`config.mk`:
```
export PLATFORM = sky130hd
export DESIGN_NAME = ghost_motion_executor
export DESIGN_NICKNAME = d
export VERILOG_FILES = /design/src/rtl/ghost_motion_executor_pkg.sv /design/src/rtl/ghost_motion_executor_tile_wall_lookup.sv /design/src/rtl/ghost_motion_executor.sv
export SDC_FILE = /design/constraint.sdc
export NUM_CORES = 1
export LEC_CHECK = 0
export BUFFER_PORTS_ARGS = -buffer_cell sky130_fd_sc_hd__buf_4
export CORE_AREA = 2 2 325 327
export CTS_BUF_LIST = sky130_fd_sc_hd__clkbuf_8
export DETAILED_ROUTE_END_ITERATION = 10
export DIE_AREA = 0 0 327 329
export PLACE_DENSITY = 0.34
export REMOVE_ABC_BUFFERS = 1
export SLEW_MARGIN = 15
export SYNTH_ARGS = -nofsm -noshare
export SYNTH_HDL_FRONTEND = slang
export SYNTH_HIERARCHICAL = 1
export SYNTH_SLANG_ARGS = --single-unit
```
`constraint.sdc`:
```
create_clock -name clk -period 3.55 [get_ports clk]
set_input_delay 0.5325 -clock clk [delete_from_list [all_inputs] [get_ports clk]]
set_output_delay 0.5325 -clock clk [all_outputs]
set_load 0.01 [all_outputs]
```
`src/rtl/ghost_motion_executor_pkg.sv`:
```
// ghost_motion_executor_pkg
// Shared playfield geometry, direction codes and the executor state
// encoding, imported by the motion executor and the wall lookup.
//   WIDTH/HEIGHT          : playfield size in pixels
//   tile_col_num/row_num  : playfield size in 20 px tiles
//   XW/YW                 : coordinate widths ($clog2 of WIDTH/HEIGHT)
//   WALL_BITS             : width of the flattened wall map
//   dir_t                 : glide direction codes
//   state_t               : executor FSM states
package ghost_motion_executor_pkg;

  localparam int unsigned WIDTH        = 640;
  localparam int unsigned HEIGHT       = 480;
  localparam int unsigned tile_col_num = 32;
  localparam int unsigned tile_row_num = 24;

  localparam int unsigned XW        = $clog2(WIDTH);
  localparam int unsigned YW        = $clog2(HEIGHT);
  localparam int unsigned WALL_BITS = tile_row_num * tile_col_num;

  typedef enum logic [1:0] {
    DIR_UP,
    DIR_DOWN,
    DIR_LEFT,
    DIR_RIGHT
  } dir_t;

  typedef enum logic [1:0] {
    ST_SETTLE,
    ST_IDLE,
    ST_MOVE,
    ST_ARRIVE
  } state_t;

  // Direction of a single-axis step from its signed deltas.
  function automatic dir_t step_dir(input logic signed [XW:0] dx,
                                    input logic signed [YW:0] dy);
    if (dx != '0) begin
      return dx[XW] ? DIR_LEFT : DIR_RIGHT;
    end
    return dy[YW] ? DIR_UP : DIR_DOWN;
  endfunction

endpackage

```
`src/rtl/ghost_motion_executor_tile_wall_lookup.sv`:
```
// tile_wall_lookup
// Combinational map query: is a pixel position inside the playfield and,
// if so, is the tile under it a wall.
//   x, y      : pixel position (tile-aligned for a meaningful answer)
//   walls     : flattened wall map, bit row*tile_col_num + col, 1 = wall
//   in_bounds : x < WIDTH and y < HEIGHT
//   is_wall   : wall bit of the tile under (x, y); 0 when out of bounds
module tile_wall_lookup
  import ghost_motion_executor_pkg::*;
#(
  parameter int unsigned TILE = 20
) (
  input  logic [XW-1:0]        x,
  input  logic [YW-1:0]        y,
  input  logic [WALL_BITS-1:0] walls,
  output logic                 in_bounds,
  output logic                 is_wall
);

  localparam int unsigned IW = $clog2(WALL_BITS);

  logic [XW-1:0] col;
  logic [YW-1:0] row;
  logic [IW-1:0] idx;

  always_comb begin
    col       = XW'(32'(x) / TILE);
    row       = YW'(32'(y) / TILE);
    idx       = IW'(row) * IW'(tile_col_num) + IW'(col);
    in_bounds = (32'(x) < WIDTH) && (32'(y) < HEIGHT);
    is_wall   = 1'b0;
    // Out-of-range positions would index past the map; never read there.
    if (in_bounds) begin
      is_wall = walls[idx];
    end
  end

endmodule

```
`src/rtl/ghost_motion_executor.sv`:
```
// ghost_motion_executor
// Accepts a one-tile move proposal from a ghost controller, validates it
// against the playfield bounds and wall map, glides the drawn position one
// pixel every STEP_DIV cycles toward the target and then commits the new
// tile-aligned position back to the controller.
//   clk, reset          : clock, asynchronous active-low reset
//   next_x, next_y      : proposed target from the controller
//   tilemap_walls       : wall map, 1 = wall
//   freeze              : holds glide, sampling and all transitions
//   x, y                : committed tile-aligned position
//   draw_x, draw_y      : pixel-exact position for the renderer
//   moving              : high while gliding
//   step_done           : one-cycle pulse when a step commits
//   blocked             : one-cycle pulse when a proposal is rejected
module ghost_motion_executor
  import ghost_motion_executor_pkg::*;
#(
  parameter int unsigned TILE     = 20,
  parameter int unsigned STEP_DIV = 250000,
  parameter int unsigned START_X  = 260,
  parameter int unsigned START_Y  = 240
) (
  input  logic                 clk,
  input  logic                 reset,
  input  logic [XW-1:0]        next_x,
  input  logic [YW-1:0]        next_y,
  input  logic [WALL_BITS-1:0] tilemap_walls,
  input  logic                 freeze,
  output logic [XW-1:0]        x,
  output logic [YW-1:0]        y,
  output logic [XW-1:0]        draw_x,
  output logic [YW-1:0]        draw_y,
  output logic                 moving,
  output logic                 step_done,
  output logic                 blocked
);

  localparam int unsigned DW = (STEP_DIV > 1) ? $clog2(STEP_DIV) : 1;
  localparam logic signed [XW:0] TILE_DX = (XW+1)'(TILE);
  localparam logic signed [YW:0] TILE_DY = (YW+1)'(TILE);

  state_t state, state_nxt;

  logic [DW-1:0] div;
  logic [XW-1:0] tgt_x;
  logic [YW-1:0] tgt_y;
  dir_t          dir;

  logic signed [XW:0] dx;
  logic signed [YW:0] dy;
  logic               zero_delta;
  logic               shape_ok;
  logic               in_bounds;
  logic               is_wall;
  logic               proposal_ok;

  logic [XW-1:0] draw_x_step;
  logic [YW-1:0] draw_y_step;
  logic          div_tc;
  logic          last_px;

  logic load_target;
  logic pix_step;
  logic commit;
  logic reject;

  tile_wall_lookup #(
    .TILE (TILE)
  ) u_lookup (
    .x         (next_x),
    .y         (next_y),
    .walls     (tilemap_walls),
    .in_bounds (in_bounds),
    .is_wall   (is_wall)
  );

  // One bit of headroom, signed, so that 0 - TILE shows up as a large
  // positive wrap rather than aliasing to -TILE.
  always_comb begin
    dx          = $signed({1'b0, next_x}) - $signed({1'b0, x});
    dy          = $signed({1'b0, next_y}) - $signed({1'b0, y});
    zero_delta  = (dx == '0) && (dy == '0);
    shape_ok    = (((dx == TILE_DX) || (dx == -TILE_DX)) && (dy == '0)) ||
                  (((dy == TILE_DY) || (dy == -TILE_DY)) && (dx == '0));
    proposal_ok = shape_ok && in_bounds && !is_wall;
  end

  always_comb begin
    draw_x_step = draw_x;
    draw_y_step = draw_y;
    case (dir)
      DIR_RIGHT: draw_x_step = draw_x + XW'(1);
      DIR_LEFT:  draw_x_step = draw_x - XW'(1);
      DIR_DOWN:  draw_y_step = draw_y + YW'(1);
      DIR_UP:    draw_y_step = draw_y - YW'(1);
      default:   ;
    endcase
    div_tc  = (div == DW'(STEP_DIV - 1));
    last_px = (draw_x_step == tgt_x) && (draw_y_step == tgt_y);
  end

  // Next-state and control strobes. Everything is gated by freeze so the
  // machine, divider and pulses all hold together.
  always_comb begin
    state_nxt   = state;
    load_target = 1'b0;
    pix_step    = 1'b0;
    commit      = 1'b0;
    reject      = 1'b0;
    if (!freeze) begin
      case (state)
        ST_SETTLE: state_nxt = ST_IDLE;
        ST_IDLE: begin
          if (!zero_delta) begin
            if (proposal_ok) begin
              state_nxt   = ST_MOVE;
              load_target = 1'b1;
            end else begin
              state_nxt = ST_SETTLE;
              reject    = 1'b1;
            end
          end
        end
        ST_MOVE: begin
          if (div_tc) begin
            pix_step = 1'b1;
            // Leave on the edge that lands the final pixel so the glide
            // occupies exactly TILE*STEP_DIV cycles.
            if (last_px) begin
              state_nxt = ST_ARRIVE;
            end
          end
        end
        ST_ARRIVE: begin
          state_nxt = ST_SETTLE;
          commit    = 1'b1;
        end
        default: state_nxt = ST_SETTLE;
      endcase
    end
  end

  always_ff @(posedge clk or negedge reset) begin
    if (!reset) begin
      state <= ST_SETTLE;
    end else begin
      state <= state_nxt;
    end
  end

  always_ff @(posedge clk or negedge reset) begin
    if (!reset) begin
      x         <= XW'(START_X);
      y         <= YW'(START_Y);
      draw_x    <= XW'(START_X);
      draw_y    <= YW'(START_Y);
      tgt_x     <= XW'(START_X);
      tgt_y     <= YW'(START_Y);
      dir       <= DIR_RIGHT;
      div       <= '0;
      step_done <= 1'b0;
      blocked   <= 1'b0;
    end else begin
      step_done <= commit;
      blocked   <= reject;
      if (load_target) begin
        tgt_x <= next_x;
        tgt_y <= next_y;
        dir   <= step_dir(dx, dy);
        div   <= '0;
      end else if ((state == ST_MOVE) && !freeze) begin
        div <= div_tc ? '0 : div + DW'(1);
      end
      if (pix_step) begin
        draw_x <= draw_x_step;
        draw_y <= draw_y_step;
      end
      if (commit) begin
        x <= tgt_x;
        y <= tgt_y;
      end
    end
  end

  assign moving = (state == ST_MOVE);

endmodule
```
======== Word level (Yosys, flattened, before mapping) ========
Cells that the tools add are included.
word-level totals
  register bits after elaboration ......... 81
  output and inout bits ................... 41
operators by class
  equality and inequality tests ........... 16
  reduce and logical (&&, ||, !) cells .... 20
  bitwise logic cells ..................... 1
  div/mod/pow operators ................... 2
  muxes and demuxes ....................... 32
  magnitude comparators ................... 3
  $add $sub $neg .......................... 8
operator list
  cell                   count
  $mux 18                3
  $div 10x5->32 const B  1
  $div 9x5->32 const B   1
  $eq 11x6->1 const B    2
  $eq 10x6->1 const B    2
  $pmux 10 s2            1
  $mux 1                 19
  $add 18x1->18 const B  1
  $eq 18x18->1 const B   1
  $pmux 9 s2             1
  $mux 2                 6
  $logic_not 11->1       1
  $lt 10x11->1 const B   1
  $reduce_bool 11->1     1
  $sub 10x10->11         1
  $add 10x1->10 const B  1
  $add 10x10->10         1
  $bmux 1 s10            1
  $eq 10x10->1           1
  $logic_not 10->1       1
  $lt 10x10->1 const B   1
  $sub 10x1->10 const B  1
  $sub 9x9->10           1
  $add 9x1->9 const B    1
  15 further kinds       31

======== Logic depth before layout (Yosys ltp) ========
  depth after elaboration ................. 13
  gate-level depth with buffers ........... 34

======== Cells and area by module ========
The synthesis kept the hierarchy.
modules (own cells, without submodules)
  module                 cells each  times used  area each (um^2)
  tile_wall_lookup       1687        1           9547.9
  ghost_motion_executor  606         1           5768.0

======== Worst setup path before layout ========
OpenSTA, ideal clock, no wires.
  path type ............................... input port to flip-flop
  from .................................... input next_x[8]
  to ...................................... register tgt_x[9]
  data arrival time ....................... 5977 ps
  path slack .............................. -2554 ps
  buffers on the path ..................... 6
  stages .................................. 28
  path through ............................ nor2_1 > inv_1 > ha_1 > and2b_1 > buf_6 > a21o_1 > o2111a_1 > or2_1 > clkbuf_1 > nor2_1 > a311oi_1 > o32ai_1 > a32o_1 > buf_6 > nand3_2 > buf_6 > buf_6 > and3_1 > a311oi_1 > o22ai_1 > or4_1 > a2111oi_2 > nor4_2 > nor2b_1 > nand2_1 > and2b_4 > buf_6 > mux2_1
between the ends
  longest elaborated chain between the ends .. 11
  elaborated cells on any way between the ends .. 23
RTL lines
  element                       RTL line                                      text
  start, declared               ghost_motion_executor.sv:25                   input logic [XW-1:0] next_x,
  $div 10x5->32                 ghost_motion_executor_tile_wall_lookup.sv:27  col = XW'(32'(x) / TILE);
  $add 10x10->10                ghost_motion_executor_tile_wall_lookup.sv:29  idx = IW'(row) * IW'(tile_col_num) + IW'(col);
  $bmux 1 s10                   ghost_motion_executor_tile_wall_lookup.sv:34  is_wall = walls[idx];
  $mux 1 (implied by the code)  ghost_motion_executor_tile_wall_lookup.sv:34
  $mux 1 *                      ghost_motion_executor_tile_wall_lookup.sv:33  if (in_bounds) begin
  net is_wall                   ghost_motion_executor.sv:54                   logic is_wall;
  $logic_not 1->1 *             ghost_motion_executor.sv:85                   proposal_ok = shape_ok && in_bounds && !is_wall;
  $logic_and 1x1->1 *           ghost_motion_executor.sv:85
  $mux 1 *                      ghost_motion_executor.sv:115                  if (proposal_ok) begin
  $mux 1 *                      ghost_motion_executor.sv:114                  if (!zero_delta) begin
  $mux 1 *                      ghost_motion_executor.sv:111                  case (state)
  $mux 1 *                      ghost_motion_executor.sv:110                  if (!freeze) begin
  end signal, assigned          ghost_motion_executor.sv:157                  tgt_x <= XW'(START_X);
  end signal, assigned          ghost_motion_executor.sv:167                  tgt_x <= next_x;
  end, declared                 ghost_motion_executor.sv:45                   logic [XW-1:0] tgt_x;
Mark *: on every way through the listed nets, which the timed path passes. The rest lies on a longest branch. The select of a mux whose other input is x is not followed.
A chain may end at the register's enable or synchronous reset.

======== Worst setup path after layout ========
  from .................................... input next_x[8]
  to ...................................... register tgt_y[8]
between the ends
  longest elaborated chain between the ends .. 11
  elaborated cells on any way between the ends .. 23
RTL lines
  element                       RTL line                                      text
  $div 10x5->32                 ghost_motion_executor_tile_wall_lookup.sv:27
  $add 10x10->10                ghost_motion_executor_tile_wall_lookup.sv:29
  $bmux 1 s10                   ghost_motion_executor_tile_wall_lookup.sv:34
  $mux 1 (implied by the code)  ghost_motion_executor_tile_wall_lookup.sv:34
  $mux 1 *                      ghost_motion_executor_tile_wall_lookup.sv:33
  net is_wall                   ghost_motion_executor.sv:54
  $logic_not 1->1 *             ghost_motion_executor.sv:85
  $logic_and 1x1->1 *           ghost_motion_executor.sv:85
  $mux 1 *                      ghost_motion_executor.sv:115
  $mux 1 *                      ghost_motion_executor.sv:114
  $mux 1 *                      ghost_motion_executor.sv:111
  $mux 1 *                      ghost_motion_executor.sv:110
  end signal, assigned          ghost_motion_executor.sv:158                  tgt_y <= YW'(START_Y);
  end signal, assigned          ghost_motion_executor.sv:168                  tgt_y <= next_y;
  end, declared                 ghost_motion_executor.sv:46                   logic [YW-1:0] tgt_y;
Marked as above.

==> results.sh <==
export IMPL_avgSynthCellArea_um2=6.68
export IMPL_p_leak_nw=13.5
export IMPL_area_growth_pct=83.8
export IMPL_cp_common_cell="buf_12"
export IMPL_cp_start_kind="input port"
export IMPL_final_cell_count_no_fill=4855
export IMPL_p_sw_mw=4.11
export IMPL_drt_iter0_drc=1539
export IMPL_area_sequential_um2=2050
export IMPL_antenna_found_initial=16
export IMPL_clkPwrFrac_pct=7.5
export IMPL_hold_viol=0
export IMPL_start_util_pct=14.7
export IMPL_rsz0062_at_grt="yes"
export IMPL_slowest_delay_ns=0.55
export IMPL_comb_power_share_pct=81.4
export IMPL_critical_path_endpoint_type="flop"
export IMPL_grt_overflow_total=0
export IMPL_dieArea_um2=108000
export IMPL_peakVddDrop_v=0.000139
export IMPL_maxCapViolations=0
export IMPL_remaining_drc_errors=0
export IMPL_synth_top_area_cell="nand2_1"
export IMPL_grt_pass1_wl_um=169000
export IMPL_cts_tree="built"
export IMPL_detail_route_vias_per_cell=4.55
export IMPL_outcome="finished, violations left"
export IMPL_ys_types=104
export IMPL_arrival_ns=6.60
export IMPL_setup_slack_ns=-2.80
export IMPL_clkSlewWorstSetupHoldPaths_ns=0.10
export IMPL_n_fill_cell=11700
export IMPL_yosys_top_cells_area="nand2_1 (14%), dfrtp_1 (10%), mux2i_1 (8.1%)"
export IMPL_p_int_mw=4.30
export IMPL_switching_share_pct=48.9
export IMPL_fin_crit_ns=6.35
export IMPL_dpl_cell_area_um2=26100
export IMPL_met3_usage_pct=3.11
export IMPL_fin_area_um2=28100
export IMPL_track_usage_pct=21.6
export IMPL_required_ns=3.81
export IMPL_slew_violations=0
export IMPL_h_tree_depth=3
export IMPL_wl_per_cell_um=25.3
export IMPL_ys_flop_type="dfrtp_1"
export IMPL_skew_ns=0.0157
export IMPL_pwr_share_seq_pct=11.1
export IMPL_grt_use_met1_pct=27.4
export IMPL_yosysSeqAreaShare_pct=13.4
export IMPL_yosys_area_top_type_share_pct=14.5
export IMPL_place_congestion=0.885
export IMPL_dr_pass1_iters=5
export IMPL_setup_viol=41
export IMPL_busiest_layer="met2"
export IMPL_power_total_mw=8.42
export IMPL_synthesis_area_um2=15300
export IMPL_hold_class="in2async"
export IMPL_multi_input_area_um2=13100
export IMPL_core_um2=104000
export IMPL_max_freq_mhz=158
export IMPL_async_flop_share_pct=100
export IMPL_die_x_um=327
export IMPL_hpwl_um=102000
export IMPL_critPathKind="in2reg"
export IMPL_insertion_delay_ns=0.37
export IMPL_cts_buffer_depth=2
export IMPL_cp_max_fo=8
export IMPL_synth_most_common_cell="nand2_1"
export IMPL_drive_gt1_share_pct=45.4
export IMPL_gr_usage_met2_pct=39.7
export IMPL_period_share_pct=179
export IMPL_tightest_slew_ns=1.40
export IMPL_synth_seq_cells=81
export IMPL_finalSetupTns_ns=-112.33
export IMPL_dp_slack_ns=-4.54
export IMPL_nets=4282
export IMPL_grt_pass1_vias=22800
export IMPL_grt_max_degree=75
export IMPL_clock_sinks=81
export IMPL_cts_buffers=9
export IMPL_portBuffers=830
export IMPL_cts_root_buf="clkbuf_8"
export IMPL_drt_total_wl_um=123000
export IMPL_synth_common_cells="nand2_1 (590), a21oi_1 (197), mux2i_1 (124)"
export IMPL_rows=119
export IMPL_power_density_nw_per_um2=299
export IMPL_violations="setup timing"
export IMPL_vias=22100
export IMPL_relSlewSlack_pct=6.18
export IMPL_synth_edf_count=0
export IMPL_ant_nets=0
export IMPL_yosysWarnings=6
export IMPL_dp_cells=4773
export IMPL_syn_inst=2293
export IMPL_io_pins=831
export IMPL_critPathSlowestCell="or4_4"
export IMPL_die_y_um=329
## through the flow
| stage | hold slack [ns] | utilization [%] |
|---|---|---|
| global route | 0.346 | 27.0 |
| CTS | 0.327 | 26.3 |
| global placement | 0.494 | 25.0 |
| finish | 0.290 | 27.0 |
| detailed placement | 0.502 | 25.0 |
| floorplan | 0.237 | - |
## state kept, by name, summed over array words and instances (netlist names), named ones only
name and flops:
div 18, blocked 1, dir 2, draw_x 10, x 10, step_done 1
tgt_x 10, y 9, state 1, tgt_y 9, draw_y 9
## what timing repair did
item / CTS / global route
hold buffers: 0 / 0
setup endpoints to repair: 41 / 42
hold endpoints to repair: 0 / 0
pin swaps: 34 / 49
buffers inserted: 31 / 23
resized for setup: 153 / 89
cloned: 8 / 6
## worst max-delay path, delay by kind of cell
kind | cells | cell delay [ns]
simple gates | 10 | 2.53
compound gates | 9 | 1.84
buf+inv | 7 | 0.90
mux | 2 | 0.48
fa+ha+maj | 1 | 0.28
## per-layer routing
metal	wire length (um)	part of all wire, %
met5	40	0.033
met4	1400	1.1
met3	6040	4.9
met2	63100	51
met1	52200	43
## kinds of logic (layout without fill, tap and decap cells)
kind of cell	Yosys count	in the layout	share of synthesized area [%]
flip-flops	81	81	13.4
buffers and inverters	229	1390	7.49
AO/OA/AOI/OAI	619	619	26.7
other	0	9	0
adder cells (fa/ha/maj)	46	46	3.84
AND/OR/NAND/NOR	1072	1073	32.2
XOR/XNOR	74	74	4.23
multiplexers	172	172	12.1
## final timing paths
check / endpoint / slack (ns) / depth (start not counted) / start
worst min register to register: x[2] / 0.50 / 2 / tgt_x[2]
max in group asynchronous: div[4] / 2.54 / 2 / reset
worst max-delay path: tgt_y[8] / -2.80 / 29 / next_x[8]
worst min-delay path: step_done / 0.29 / 1 / reset
worst max register to register: tgt_y[8] / 0.06 / 13 / y[0]
min in group clk: state[0] / 0.48 / 3 / freeze
## power by group through the flow
stage          clock, mW  sequential (mW)  combinational (mW)
6_report           0.634            0.931                6.85
5_1_grt            0.698            0.932                7.31
4_1_cts            0.665            0.931                6.66
2_1_floorplan          0            0.946                2.84
3_5_place_dp           0            0.948                6.03
3_3_place_gp           0            0.948                6.07
## cells in the final DEF (no fill, tap or decap), types with 38 or more instances in the layout
cell and instances:
o21ai_0 94, dfrtp_1 61, a21oi_1 192, buf_12 41, xor2_1 38, nand3_1 116, inv_1 48, o211ai_1 39
nand2_1 587, nor2_1 92, mux2i_1 112, buf_4 1239, nor3_1 40
## layout make-up
type	instances	share of cell area, %
sequential	81	7.29
antenna	9	0.0800
timing repair buffer	1327	38.9
clock buffer	9	0.440
tap	1391	6.18
multi-input combinational	1984	46.4
inverter	47	0.627
clock inverter	7	0.142
Note: power is estimated with default switching activity, not from simulation.
